### src/rtl/tlc_pkg.sv
// tlc_pkg: shared types and constants for the intersection light sequencer.
// State codes double as the debug state output.
package tlc_pkg;

  typedef enum logic [2:0] {
    MAIN_GRN     = 3'd0,
    MAIN_GRN2    = 3'd1,
    MAIN_YEL     = 3'd2,
    WALK         = 3'd3,
    SIDE_GRN     = 3'd4,
    SIDE_GRN_EXT = 3'd5,
    SIDE_YEL     = 3'd6
  } tlc_state_e;

  typedef enum logic [1:0] {
    SEL_BASE = 2'd0,
    SEL_EXT  = 2'd1,
    SEL_YEL  = 2'd2,
    SEL_NONE = 2'd3
  } tlc_sel_e;

  localparam logic [2:0] RED = 3'b100;
  localparam logic [2:0] YEL = 3'b010;
  localparam logic [2:0] GRN = 3'b001;

  typedef struct packed {
    logic [2:0] main;
    logic [2:0] side;
    logic       walk;
  } tlc_lamps_t;

  // Lamp pattern for a state; unknown codes fall back to all-red.
  function automatic tlc_lamps_t lamps_of(input tlc_state_e st);
    tlc_lamps_t l;
    case (st)
      MAIN_GRN, MAIN_GRN2:    l = {GRN, RED, 1'b0};
      MAIN_YEL:               l = {YEL, RED, 1'b0};
      WALK:                   l = {RED, RED, 1'b1};
      SIDE_GRN, SIDE_GRN_EXT: l = {RED, GRN, 1'b0};
      SIDE_YEL:               l = {RED, YEL, 1'b0};
      default:                l = {RED, RED, 1'b0};
    endcase
    return l;
  endfunction

endpackage

### src/rtl/tlc_if.sv
// tlc_if: control inputs and lamp outputs of the light sequencer.
// The master side drives ticks, sensors and programming; the slave is the FSM.
interface tlc_if #(
  parameter int CNT_W = 4
);
  logic             tick_1hz;
  logic             sensor_sync;
  logic             wr_sync;
  logic             prog_sync;
  logic [1:0]       time_sel;
  logic [CNT_W-1:0] time_val;
  logic [2:0]       main_light;
  logic [2:0]       side_light;
  logic             walk_lamp;
  logic [2:0]       state_dbg;

  modport master (
    output tick_1hz, sensor_sync, wr_sync, prog_sync, time_sel, time_val,
    input  main_light, side_light, walk_lamp, state_dbg
  );

  modport slave (
    input  tick_1hz, sensor_sync, wr_sync, prog_sync, time_sel, time_val,
    output main_light, side_light, walk_lamp, state_dbg
  );
endinterface

### src/rtl/tlc_timer.sv
// tlc_timer: loadable down-counter that flags the expiring tick of a state.
// A load of zero is promoted to one so every state lasts at least one tick.
module tlc_timer #(
  parameter int               CNT_W   = 4,
  parameter logic [CNT_W-1:0] RST_VAL = {CNT_W{1'b0}}
) (
  input  logic             clk,
  input  logic             reset,
  input  logic             load,
  input  logic [CNT_W-1:0] load_val,
  input  logic             tick,
  output logic             expired
);
  localparam logic [CNT_W-1:0] ONE = {{(CNT_W-1){1'b0}}, 1'b1};

  function automatic logic [CNT_W-1:0] promote_zero(input logic [CNT_W-1:0] v);
    logic [CNT_W-1:0] r;
    if (v == {CNT_W{1'b0}}) begin
      r = ONE;
    end else begin
      r = v;
    end
    return r;
  endfunction

  logic [CNT_W-1:0] count_r;
  logic [CNT_W-1:0] count_next_s;

  assign expired = tick && (count_r == ONE);

  // Next count: a load overrides the decrement of an expiring tick
  always_comb begin
    count_next_s = count_r;
    if (load) begin
      count_next_s = promote_zero(load_val);
    end else if (tick) begin
      count_next_s = count_r - ONE;
    end else begin
      count_next_s = count_r;
    end
  end

  // Count register
  always_ff @(posedge clk or negedge reset) begin
    if (!reset) begin
      count_r <= promote_zero(RST_VAL);
    end else begin
      count_r <= count_next_s;
    end
  end

endmodule

### src/rtl/tlc_fsm.sv
// tlc_fsm: main traffic-light sequencer with run-time programmable durations.
// Build option TLC_WALK_EN adds the latched pedestrian request and WALK phase.
module tlc_fsm
  import tlc_pkg::*;
#(
  parameter int T_BASE = 6,
  parameter int T_EXT  = 3,
  parameter int T_YEL  = 2,
  parameter int CNT_W  = 4
) (
  input logic  clk,
  input logic  reset,
  tlc_if.slave bus
);
  localparam logic [CNT_W-1:0] BASE_RST  = CNT_W'(T_BASE);
  localparam logic [CNT_W-1:0] EXT_RST   = CNT_W'(T_EXT);
  localparam logic [CNT_W-1:0] YEL_RST   = CNT_W'(T_YEL);
  localparam tlc_lamps_t       LAMPS_RST = {GRN, RED, 1'b0};

  tlc_state_e       state_r;
  tlc_state_e       state_next_s;
  tlc_sel_e         sel_s;
  logic [CNT_W-1:0] base_r;
  logic [CNT_W-1:0] ext_r;
  logic [CNT_W-1:0] yel_r;
  logic [CNT_W-1:0] base_new_s;
  logic [CNT_W-1:0] load_val_s;
  logic             load_s;
  logic             expired_s;
  logic             walk_req_s;
  tlc_lamps_t       lamps_r;
  tlc_lamps_t       lamps_next_s;

  assign sel_s = tlc_sel_e'(bus.time_sel);

  // Base duration a reprogram lands on, including a same-cycle base write
  always_comb begin
    base_new_s = base_r;
    if (bus.prog_sync && (sel_s == SEL_BASE)) begin
      base_new_s = bus.time_val;
    end else begin
      base_new_s = base_r;
    end
  end

  // Programmable duration registers
  always_ff @(posedge clk or negedge reset) begin
    if (!reset) begin
      base_r <= BASE_RST;
      ext_r  <= EXT_RST;
      yel_r  <= YEL_RST;
    end else if (bus.prog_sync) begin
      case (sel_s)
        SEL_BASE: base_r <= bus.time_val;
        SEL_EXT:  ext_r  <= bus.time_val;
        SEL_YEL:  yel_r  <= bus.time_val;
        default:  base_r <= base_r;
      endcase
    end else begin
      base_r <= base_r;
    end
  end

  tlc_timer #(
    .CNT_W  (CNT_W),
    .RST_VAL(BASE_RST)
  ) u_timer (
    .clk     (clk),
    .reset   (reset),
    .load    (load_s),
    .load_val(load_val_s),
    .tick    (bus.tick_1hz),
    .expired (expired_s)
  );

  // State register
  always_ff @(posedge clk or negedge reset) begin
    if (!reset) begin
      state_r <= MAIN_GRN;
    end else begin
      state_r <= state_next_s;
    end
  end

  // Next state and timer reload; reprogram outranks an expiring tick
  always_comb begin
    state_next_s = state_r;
    load_s       = 1'b0;
    load_val_s   = base_r;
    if (bus.prog_sync) begin
      state_next_s = MAIN_GRN;
      load_s       = 1'b1;
      load_val_s   = base_new_s;
    end else if (expired_s) begin
      load_s = 1'b1;
      case (state_r)
        MAIN_GRN: begin
          state_next_s = MAIN_GRN2;
          load_val_s   = bus.sensor_sync ? ext_r : base_r;
        end
        MAIN_GRN2: begin
          state_next_s = MAIN_YEL;
          load_val_s   = yel_r;
        end
        MAIN_YEL: begin
          if (walk_req_s) begin
            state_next_s = WALK;
            load_val_s   = ext_r;
          end else begin
            state_next_s = SIDE_GRN;
            load_val_s   = base_r;
          end
        end
        WALK: begin
          state_next_s = SIDE_GRN;
          load_val_s   = base_r;
        end
        SIDE_GRN: begin
          if (bus.sensor_sync) begin
            state_next_s = SIDE_GRN_EXT;
            load_val_s   = ext_r;
          end else begin
            state_next_s = SIDE_YEL;
            load_val_s   = yel_r;
          end
        end
        SIDE_GRN_EXT: begin
          state_next_s = SIDE_YEL;
          load_val_s   = yel_r;
        end
        SIDE_YEL: begin
          state_next_s = MAIN_GRN;
          load_val_s   = base_r;
        end
        default: begin
          state_next_s = MAIN_GRN;
          load_val_s   = base_r;
        end
      endcase
    end else begin
      state_next_s = state_r;
      load_s       = 1'b0;
    end
  end

`ifdef TLC_WALK_EN
  logic walk_req_r;
  logic enter_walk_s;

  assign enter_walk_s = (state_next_s == WALK) && (state_r != WALK);

  // Pending walk request; a fresh press wins over any clear in the same cycle
  always_ff @(posedge clk or negedge reset) begin
    if (!reset) begin
      walk_req_r <= 1'b0;
    end else if (bus.wr_sync) begin
      walk_req_r <= 1'b1;
    end else if (bus.prog_sync || enter_walk_s) begin
      walk_req_r <= 1'b0;
    end else begin
      walk_req_r <= walk_req_r;
    end
  end

  assign walk_req_s = walk_req_r;
`else
  assign walk_req_s = 1'b0;
`endif

  // Lamp decode of the upcoming state, so the registered lamps track state_r
  always_comb begin
    lamps_next_s = lamps_of(state_next_s);
`ifndef TLC_WALK_EN
    lamps_next_s.walk = 1'b0;
`endif
  end

  // Registered lamp outputs
  always_ff @(posedge clk or negedge reset) begin
    if (!reset) begin
      lamps_r <= LAMPS_RST;
    end else begin
      lamps_r <= lamps_next_s;
    end
  end

  assign bus.main_light = lamps_r.main;
  assign bus.side_light = lamps_r.side;
  assign bus.walk_lamp  = lamps_r.walk;
  assign bus.state_dbg  = state_r;

endmodule

### src/flat_wrapper.sv
// flat-port wrapper written by rule: the top's interface ports become plain ports
module tlc_fsm_flat import tlc_pkg::*;
#(
  parameter int T_BASE = 6,
  parameter int T_EXT  = 3,
  parameter int T_YEL  = 2,
  parameter int CNT_W  = 4
)
  (clk, reset, bus_tick_1hz, bus_sensor_sync, bus_wr_sync, bus_prog_sync, bus_time_sel, bus_time_val, bus_main_light, bus_side_light, bus_walk_lamp, bus_state_dbg);
  tlc_if #(.CNT_W(CNT_W)) bus_i ();
  input logic clk;
  input logic reset;
  input wire logic [$bits(bus_i.tick_1hz)-1:0] bus_tick_1hz;
  input wire logic [$bits(bus_i.sensor_sync)-1:0] bus_sensor_sync;
  input wire logic [$bits(bus_i.wr_sync)-1:0] bus_wr_sync;
  input wire logic [$bits(bus_i.prog_sync)-1:0] bus_prog_sync;
  input wire logic [$bits(bus_i.time_sel)-1:0] bus_time_sel;
  input wire logic [$bits(bus_i.time_val)-1:0] bus_time_val;
  output wire logic [$bits(bus_i.main_light)-1:0] bus_main_light;
  output wire logic [$bits(bus_i.side_light)-1:0] bus_side_light;
  output wire logic [$bits(bus_i.walk_lamp)-1:0] bus_walk_lamp;
  output wire logic [$bits(bus_i.state_dbg)-1:0] bus_state_dbg;
  assign bus_i.tick_1hz = bus_tick_1hz;
  assign bus_i.sensor_sync = bus_sensor_sync;
  assign bus_i.wr_sync = bus_wr_sync;
  assign bus_i.prog_sync = bus_prog_sync;
  assign bus_i.time_sel = bus_time_sel;
  assign bus_i.time_val = bus_time_val;
  assign bus_main_light = bus_i.main_light;
  assign bus_side_light = bus_i.side_light;
  assign bus_walk_lamp = bus_i.walk_lamp;
  assign bus_state_dbg = bus_i.state_dbg;
  tlc_fsm #(.T_BASE(T_BASE), .T_EXT(T_EXT), .T_YEL(T_YEL), .CNT_W(CNT_W)) u_core (.clk(clk), .reset(reset), .bus(bus_i));
endmodule
### config.mk
export PLATFORM = sky130hd
export DESIGN_NAME = tlc_fsm_flat
export DESIGN_NICKNAME = d
export VERILOG_FILES = /design/src/rtl/tlc_pkg.sv /design/src/rtl/tlc_if.sv /design/src/rtl/tlc_timer.sv /design/src/rtl/tlc_fsm.sv /design/src/flat_wrapper.sv
export SDC_FILE = /design/constraint.sdc
export NUM_CORES = 1
export LEC_CHECK = 0
export CORE_UTILIZATION = 55
export CTS_BUF_LIST = sky130_fd_sc_hd__clkbuf_4 sky130_fd_sc_hd__clkbuf_8
export CTS_CLUSTER_DIAMETER = 60
export DETAILED_ROUTE_END_ITERATION = 10
export PLACE_DENSITY = 0.8
export SETUP_SLACK_MARGIN = 0.15
export SLEW_MARGIN = 20
export SYNTH_ARGS = -nofsm -noshare
export SYNTH_HDL_FRONTEND = slang
export SYNTH_HIERARCHICAL = 1
export SYNTH_SLANG_ARGS = --single-unit
### constraint.sdc
create_clock -name clk -period 3.04 [get_ports clk]
set_clock_uncertainty 0.05 [all_clocks]
set_input_delay 0.608 -clock clk [delete_from_list [all_inputs] [get_ports clk]]
set_output_delay 0.608 -clock clk [all_outputs]
set_load 0.005 [all_outputs]
Word level (Yosys, flattened, before mapping)
Cells that the tools add are included.
- reduce and logical (&&, ||, !) cells: 14
- add/subtract/negate cells: 1
- eq/ne operators: 14
- mux-type cells: 16
- operators with widths (kind ; number):
    $pmux 7 s5 ; 1
    $mux 4 ; 8
    $eq 3x3->1 const B ; 5
    $pmux 3 s5 ; 1
    $eq 3x2->1 const B ; 4
    $pmux 4 s3 ; 1
    $reduce_or 2->1 ; 4
    $eq 3x1->1 const B ; 2
    $logic_not 3->1 ; 2
    $mux 3 ; 2
    $reduce_and 2->1 ; 3
    $eq 4x1->1 const B ; 1
    $logic_not 4->1 ; 1
    $sub 4x1->4 const B ; 1
    $eq 2x1->1 const B ; 1
    $eq 2x2->1 const B ; 1
    $logic_and 1x1->1 ; 2
    $logic_not 2->1 ; 1
    $mux 1 ; 2
    $mux 2 ; 1
    $reduce_bool 2->1 ; 1
- logic and storage cells: 52
- output and inout bits: 10
- register bits after elaboration: 25

Longest topological paths before layout
Gate-level depths: netlist (run 1).
- depth after elaboration: 8
- gate-level depth with buffers: 11
- mapped depth without buffers: 10

Cells and area by module
Netlist (run 1), hierarchy kept.
- by module, submodules not included (module ; times used ; cells each ; sequential area each (sq um) ; area an instance (sq um)):
    tlc_fsm ; 1 ; 112 ; 534.3 ; 1171.1
    tlc_timer ; 1 ; 24 ; 102.6 ; 251.5

Worst setup path before layout (run 1)
Ideal clock, no wire load.
- path type: flip-flop to flip-flop
- from: register u_core.u_timer.count_r[1]
- to: register u_core.u_timer.count_r[0]
- library setup time: 83 ps
- period minus slack after synthesis: 2123 ps
- stages on the path, launching flop included: 11
- required time: 2907 ps
- path buffers: 1
- path slack: 917 ps
- arrival: 1991 ps
- cell sequence: dfstp_2 -> inv_1 -> ha_1 -> nor4bb_1 -> buf_2 -> and2b_1 -> or2_1 -> o221a_1 -> nor3_1 -> o21ai_0 -> o21ai_0
- longest elaborated chain between the ends: 7
- elaborated cells on any way between the ends: 10
- ends and longest elaborated chain (what ; line ; text):
    start, declared ; tlc_timer.sv:26 ; logic [CNT_W-1:0] count_r;
    start signal, assigned ; tlc_timer.sv:46 ; count_r <= promote_zero(RST_VAL);
    start signal, assigned ; tlc_timer.sv:48 ; count_r <= count_next_s;
    $eq 4x1->1 ; tlc_timer.sv:29 ; assign expired = tick && (count_r == ONE);
    $logic_and 1x1->1 ; tlc_timer.sv:29 ;
    via u_core.expired_s ; tlc_fsm.sv:29 ; logic expired_s;
    $mux 4 ; tlc_fsm.sv:94 ; end else if (expired_s) begin
    $mux 4 ; tlc_fsm.sv:90 ; if (bus.prog_sync) begin
    via u_core.load_val_s[1] ; tlc_fsm.sv:27 ; logic [CNT_W-1:0] load_val_s;
    $logic_not 4->1 ; tlc_timer.sv:18 ; if (v == {CNT_W{1'b0}}) begin
    $mux 4 ; tlc_timer.sv:18 ;
    $mux 4 ; tlc_timer.sv:34 ; if (load) begin
The timed path passes the listed nets, and every way through them passes these cells.
A chain may end at the register's enable or synchronous reset.

Final worst setup path (run 1)
- from: input bus_tick_1hz
- to: register u_core.u_timer.count_r[0]
- longest elaborated chain between the ends: 6
- elaborated cells on any way between the ends: 9
- ends and longest elaborated chain (what ; line ; text):
    start, declared ; flat_wrapper.sv:13 ; input wire logic [$bits(bus_i.tick_1hz)-1:0] bus_tick_1hz;
    $logic_and 1x1->1 ; tlc_timer.sv:29 ;
    via u_core.expired_s ; tlc_fsm.sv:29 ;
    $mux 4 ; tlc_fsm.sv:94 ;
    $mux 4 ; tlc_fsm.sv:90 ;
    via u_core.load_val_s[3] ; tlc_fsm.sv:27 ;
    $logic_not 4->1 ; tlc_timer.sv:18 ;
    $mux 4 ; tlc_timer.sv:18 ;
    $mux 4 ; tlc_timer.sv:34 ;
The timed path passes the listed nets, and every way through them passes these cells.

==> flow_metrics.env, run 1 <==
export IMPL_path_buf_inv=1
export IMPL_htreeDepth=1
export IMPL_grt_pass1_vias=1074
export IMPL_cts_root_buf="clkbuf_4"
export IMPL_crit_type="in -> reg"
export IMPL_setup_tns_ps=0
export IMPL_seq_area_frac_synth_pct=44.8
export IMPL_cp_start_kind="input pin"
export IMPL_die_h_um=52.9
export IMPL_start_util_pct=58.0
export IMPL_nFillCells=207
export IMPL_multi_input_area_um2=726
export IMPL_drc_errors=0
export IMPL_slowest_delay_ps=470
export IMPL_synthCells=136
export IMPL_synthesis_nets=150
export IMPL_cts_tree="built"
export IMPL_dieArea_mm2=0.00279
export IMPL_layout_drive_gt1_share_pct=15.4
export IMPL_seqCellArea_um2=637
export IMPL_p_per_area_mw_per_mm2=495
export IMPL_arrival_ps=2620
export IMPL_slew_violations=0
export IMPL_drt_first_pass_iters=4
export IMPL_status="finished, final reports clean"
export IMPL_max_cap_violations=0
export IMPL_tightest_slew_ps=559
export IMPL_synth_area_leaders="dfrtp_1 28%, dfstp_2 17%, mux2_1 9.5%"
export IMPL_nets=171
export IMPL_async_flop_share_pct=100
export IMPL_cts_buffers=3
export IMPL_timing_final_hold_violations=0
export IMPL_cts_resized=0
export IMPL_routed_via_density=5.88
export IMPL_final_cell_mix="19 x clkdlybuf4s50_1, 18 x nand2_1, 16 x dfrtp_1"
export IMPL_cts_setup_buffers=0
export IMPL_fmax_mhz=413
export IMPL_syn_cell_area_mm2=0.00142
export IMPL_synth_top_cell_area_share_pct=28.1
export IMPL_fin_crit_ps=2420
export IMPL_drtIter0Drc=22
export IMPL_chipWidth_um=52.9
export IMPL_clk_latency_ps=320
export IMPL_leakagePower_nw=0.669
export IMPL_slowest_stage="clkdlybuf4s50_1"
export IMPL_place_hpwl_um=2110
export IMPL_relSlewSlack_pct=62.6
export IMPL_path_clk_slew_ps=130
export IMPL_cp_end_kind="register"
export IMPL_clock_path_buffers=2
export IMPL_critical_path_top_delay_family="simple AND/OR/NAND/NOR gates"
export IMPL_antenna_found_initial=0
export IMPL_synth_ff_type="dfrtp_1"
export IMPL_crit_fanout=5
export IMPL_routedWlPerCell_um=15.3
export IMPL_fin_crit_sh_pct=79.7
export IMPL_pin_count=22
export IMPL_crit_required_ps=3240
export IMPL_overflow=0
export IMPL_synth_avg_cell_area_um2=10.5
export IMPL_yosysWarnings=6
export IMPL_gp_congestion=0.826
export IMPL_grt_max_degree=26
export IMPL_wl_um=2850
export IMPL_mostFrequentLayoutCell="clkdlybuf4s50_1"
export IMPL_ys_ff_latch=25
export IMPL_synth_edf_count=0
export IMPL_diodes=0
export IMPL_hp_class="reg -> reg"
export IMPL_ir_worst_vdd_uv=352
export IMPL_cts_sinks=25
export IMPL_ys_types=39
export IMPL_rsz0062_at_grt="no"
export IMPL_cts_hold_buf=0
export IMPL_drtAntennaViolNets=0
export IMPL_syn_to_final_growth_pct=17.1
export IMPL_setup_violations=0
export IMPL_rows=18
export IMPL_fp_coreArea_mm2=0.00245
export IMPL_portBuffers=19
export IMPL_grt_usage_pct=23.3
export IMPL_synth_top_area_cell="dfrtp_1"
export IMPL_p_total_uw=824
export IMPL_grt_pass1_wl_um=4720
export IMPL_vias=1093
export IMPL_crit_path_cell_trace="clkdlybuf4s50_1, nor4bb_1, and2b_1, and2b_1, nand2_1, o221a_1, nor3_1, o21ai_0, o21ai_0"
==> metal layers <==
metal | global-route usage (%) | vias to the layer above | part of all wire, %
met5 | 0 | - | 0
met4 | 11.4 | 0 | 2.7
met3 | 3.74 | 8 | 3.7
met2 | 43.5 | 35 | 52
met1 | 25.0 | 523 | 42
li1 | - | 527 | -
==> cell type report <==
| type | count | share of cell area, % |
|---|---|---|
| Multi-Input combinational cell | 100 | 43.6 |
| Timing Repair Buffer | 23 | 13.2 |
| Clock buffer | 4 | 1.80 |
| Inverter | 4 | 0.902 |
| Sequential cell | 25 | 38.2 |
| Tap cell | 30 | 2.25 |
==> through the flow <==
step | utilization [%] | hold WS (ps) | std cells | cell area (µm²) | worst slack (ps)
final | 67.8 | 504 | 186 | 1670 | 617
after global routing | 67.8 | 529 | 186 | 1670 | 475
after CTS | 67.8 | 501 | 186 | 1670 | 630
after detailed placement | 66.6 | 469 | 182 | 1640 | 298
after global placement | 66.6 | 457 | 182 | 1640 | 339
after floorplan | - | 262 | 136 | 1420 | 917
==> worst register-to-register path, delay by kind of cell, from the launching register on <==
| family | cells | cell delay, ps |
|---|---|---|
| adders and majority gates | 1 | 170 |
| AOI/OAI and AO/OA | 3 | 430 |
| and+or+nand+nor | 5 | 1040 |
| DFF | 1 | 460 |
==> final timing paths <==
| path | start | to | slack, ps | cells past startpoint |
|---|---|---|---|---|
| worst max-delay path | bus_tick_1hz | u_core/u_timer/count_r[0]$_DFFE_PN0P_ | 620 | 9 |
| worst min-delay path | u_core/yel_r[2]$_DFFE_PN0P_ | u_core/yel_r[2]$_DFFE_PN0P_ | 500 | 1 |
| worst max register to register | u_core/u_timer/count_r[0]$_DFFE_PN0P_ | u_core/u_timer/count_r[0]$_DFFE_PN0P_ | 830 | 9 |
| worst min register to register | u_core/yel_r[2]$_DFFE_PN0P_ | u_core/yel_r[2]$_DFFE_PN0P_ | 500 | 1 |
| max in group asynchronous | reset | u_core/yel_r[1]$_DFFE_PN1P_ | 2060 | 2 |
| min in group asynchronous | reset | u_core/bus.state_dbg[2]$_DFF_PN0_ | 590 | 2 |
==> cell usage after synthesis, types with 3 or more instances <==
cell	count
o21ai_0	8
nor2_1	3
a21oi_1	6
nand2_1	18
dfstp_2	9
dfrtp_1	16
o22ai_1	4
mux2i_1	8
nor3_1	3
inv_1	3
buf_2	3
nand2b_1	3
nand3_1	5
mux2_1	12
o221a_1	4
==> cell families after synthesis <==
logic type | synth area share [%]
adder cells (fa/ha/maj) | 1.76
AO/OA/AOI/OAI | 12.1
AND/OR/NAND/NOR | 19.1
XOR/XNOR | 1.85
flip-flops | 44.8
multiplexers | 15.9
other | 0.264
buffers and inverters | 4.22
==> flip-flops by register name, summed over array words and instances (netlist names) <==
register                cells
u_core/yel_r                4
u_core/base_r               4
u_core/ext_r                4
u_core/u_timer/count_r      4
u_core/bus.main_light       3
u_core/bus.side_light       3
u_core/bus.state_dbg        3
==> power by group <==
group	leakage (nW)	switching, mW	internal, mW
clock network	0.0184	0.0984	0.0603
registers	0.299	0.0560	0.399
logic	0.351	0.0984	0.112
Note: power is estimated with default switching activity, not from simulation.
==> run 2: changes to the inputs <==
Clock period 3.04 ns to 2.4 ns, I/O delays scaled along.
==> run 2 against run 1 <==
- final cell count up 1.6%
- sequential power grew 29%
- first-iteration DRC count up 77%
- sequential cell count stayed put
- die area stayed put
==> flow_metrics.env, run 2 (synthesis gave the netlist of run 1 again) <==
export IMPL_layout_drive_gt1_share_pct=21.4
export IMPL_overflow=0
export IMPL_antenna_found_initial=0
export IMPL_drtAntennaViolNets=0
export IMPL_grt_usage_pct=24.6
export IMPL_timing_final_hold_violations=0
export IMPL_grt_pass1_vias=1108
export IMPL_cts_tree="built"
export IMPL_clock_path_buffers=2
export IMPL_reg2reg_slack_ps=280
export IMPL_grt_max_degree=26
export IMPL_drc_errors=0
export IMPL_slowest_delay_ps=590
export IMPL_dieArea_mm2=0.00279
export IMPL_crit_path_cell_trace="inv_2, ha_1, nor4bb_4, and2b_1, or2_4, o221a_1, nor3_2, o21ai_1, o21ai_0"
export IMPL_grt_pass1_wl_um=4880
export IMPL_drt_first_pass_iters=4
export IMPL_final_cell_mix="19 x clkdlybuf4s50_1, 18 x nand2_1, 15 x dfrtp_1"
export IMPL_crit_type="reg -> reg"
export IMPL_path_clk_slew_ps=140
export IMPL_cts_sinks=25
export IMPL_cp_start_kind="register"
export IMPL_drtIter0Drc=39
export IMPL_routed_via_density=5.95
export IMPL_slew_violations=0
export IMPL_chipWidth_um=52.9
export IMPL_fin_crit_sh_pct=88.2
export IMPL_reg2reg_from="u_core/u_timer/count_r[1]$_DFFE_PN1P_"
export IMPL_setup_violations=0
export IMPL_mostFrequentLayoutCell="clkdlybuf4s50_1"
export IMPL_max_cap_violations=0
export IMPL_fp_coreArea_mm2=0.00245
export IMPL_wl_um=3050
export IMPL_fin_crit_ps=2120
export IMPL_status="finished, final reports clean"
export IMPL_r2r_end="u_core/u_timer/count_r[0]$_DFFE_PN0P_"
export IMPL_cp_depth=9
export IMPL_slowest_stage="dfstp_2"
export IMPL_leakagePower_nw=0.691
export IMPL_htreeDepth=1
export IMPL_routedWlPerCell_um=16.1
export IMPL_cts_hold_buf=0
export IMPL_clk_latency_ps=320
export IMPL_arrival_ps=2320
export IMPL_syn_to_final_growth_pct=20.8
export IMPL_critical_path_top_delay_family="simple AND/OR/NAND/NOR gates"
export IMPL_cts_buffers=3
export IMPL_rows=18
export IMPL_p_total_mw=1.07
export IMPL_nFillCells=190
export IMPL_hp_class="in -> async"
export IMPL_path_buf_inv=1
export IMPL_pin_count=22
export IMPL_crit_fanout=4
export IMPL_p_per_area_mw_per_mm2=625
export IMPL_gp_congestion=0.777
export IMPL_crit_required_ps=2600
export IMPL_setup_tns_ps=0
export IMPL_diodes=0
export IMPL_cp_end_kind="register"
export IMPL_nets=174
export IMPL_vias=1124
export IMPL_fmax_mhz=473
export IMPL_die_h_um=52.9
export IMPL_start_util_pct=58.0
export IMPL_portBuffers=19
export IMPL_ir_worst_vdd_uv=477
export IMPL_rsz0062_at_grt="no"
export IMPL_place_hpwl_um=2200
export IMPL_cts_root_buf="clkbuf_4"
export IMPL_rr_worst_depth=9
==> run 2: cell count changes in the layout (fill, tap and decap cells not counted), sizes merged <==
cell    change
clkbuf      -1
clkinv      +1
buf         +3
==> run 2: worst max-delay path by stage <==
stage,end,slack [ps],from
after global placement,u_core/u_timer/count_r[0]$_DFFE_PN0P_,-120,bus_tick_1hz
final,u_core/u_timer/count_r[0]$_DFFE_PN0P_,280,u_core/u_timer/count_r[1]$_DFFE_PN1P_
after global routing,u_core/u_timer/count_r[0]$_DFFE_PN0P_,160,u_core/u_timer/count_r[1]$_DFFE_PN1P_
after detailed placement,u_core/u_timer/count_r[0]$_DFFE_PN0P_,-160,bus_tick_1hz
after CTS,u_core/u_timer/count_r[0]$_DFFE_PN0P_,190,bus_tick_1hz
after floorplan,u_core/u_timer/count_r[0]$_DFFE_PN0P_,280,u_core/u_timer/count_r[1]$_DFFE_PN1P_
==> run 2: through the flow <==
stage | instance area (µm²) | worst slack (ps) | std cells | utilization, % | hold slack (ps)
finish | 1720 | 284 | 189 | 70.0 | 443
global route | 1720 | 161 | 189 | 70.0 | 470
CTS | 1690 | 187 | 189 | 68.7 | 443
detailed placement | 1660 | -155 | 185 | 67.5 | 465
global placement | 1660 | -123 | 185 | 67.5 | 456
floorplan | 1420 | 277 | 136 | - | 134
==> run 2: what timing repair did <==
| item | in CTS | in global routing |
|---|---|---|
| resized for setup | 0 | 9 |
| endpoints found under the setup margin | 0 | 1 |
| buffers inserted | 0 | 0 |
==> run 2: power breakdown <==
part	switching (mW)	leakage, nW	internal (mW)
Sequential	0.0793	0.298	0.507
Combinational	0.132	0.375	0.163
Clock	0.130	0.0177	0.0624
Total	0.341	0.691	0.733
==> run 2: cell type report <==
cell class              instances  area [µm²]  area share, %
multi-input cells             100         758           44.1
flip-flops and latches         25         638           37.1
repair buffers                 26         243           14.1
well taps                      30        37.5           2.18
clock buffers                   3        22.5           1.31
inverters                       4        15.0          0.873
clock inverters                 1        5.00          0.291
==> run 2: metal layers <==
layer | vias up | global-route usage (%) | wire (µm)
met5 | - | 0 | 0
met4 | 0 | 13.6 | 46
met3 | 6 | 2.87 | 91
met2 | 28 | 45.1 | 1650
met1 | 554 | 27.0 | 1260
li1 | 536 | - | -
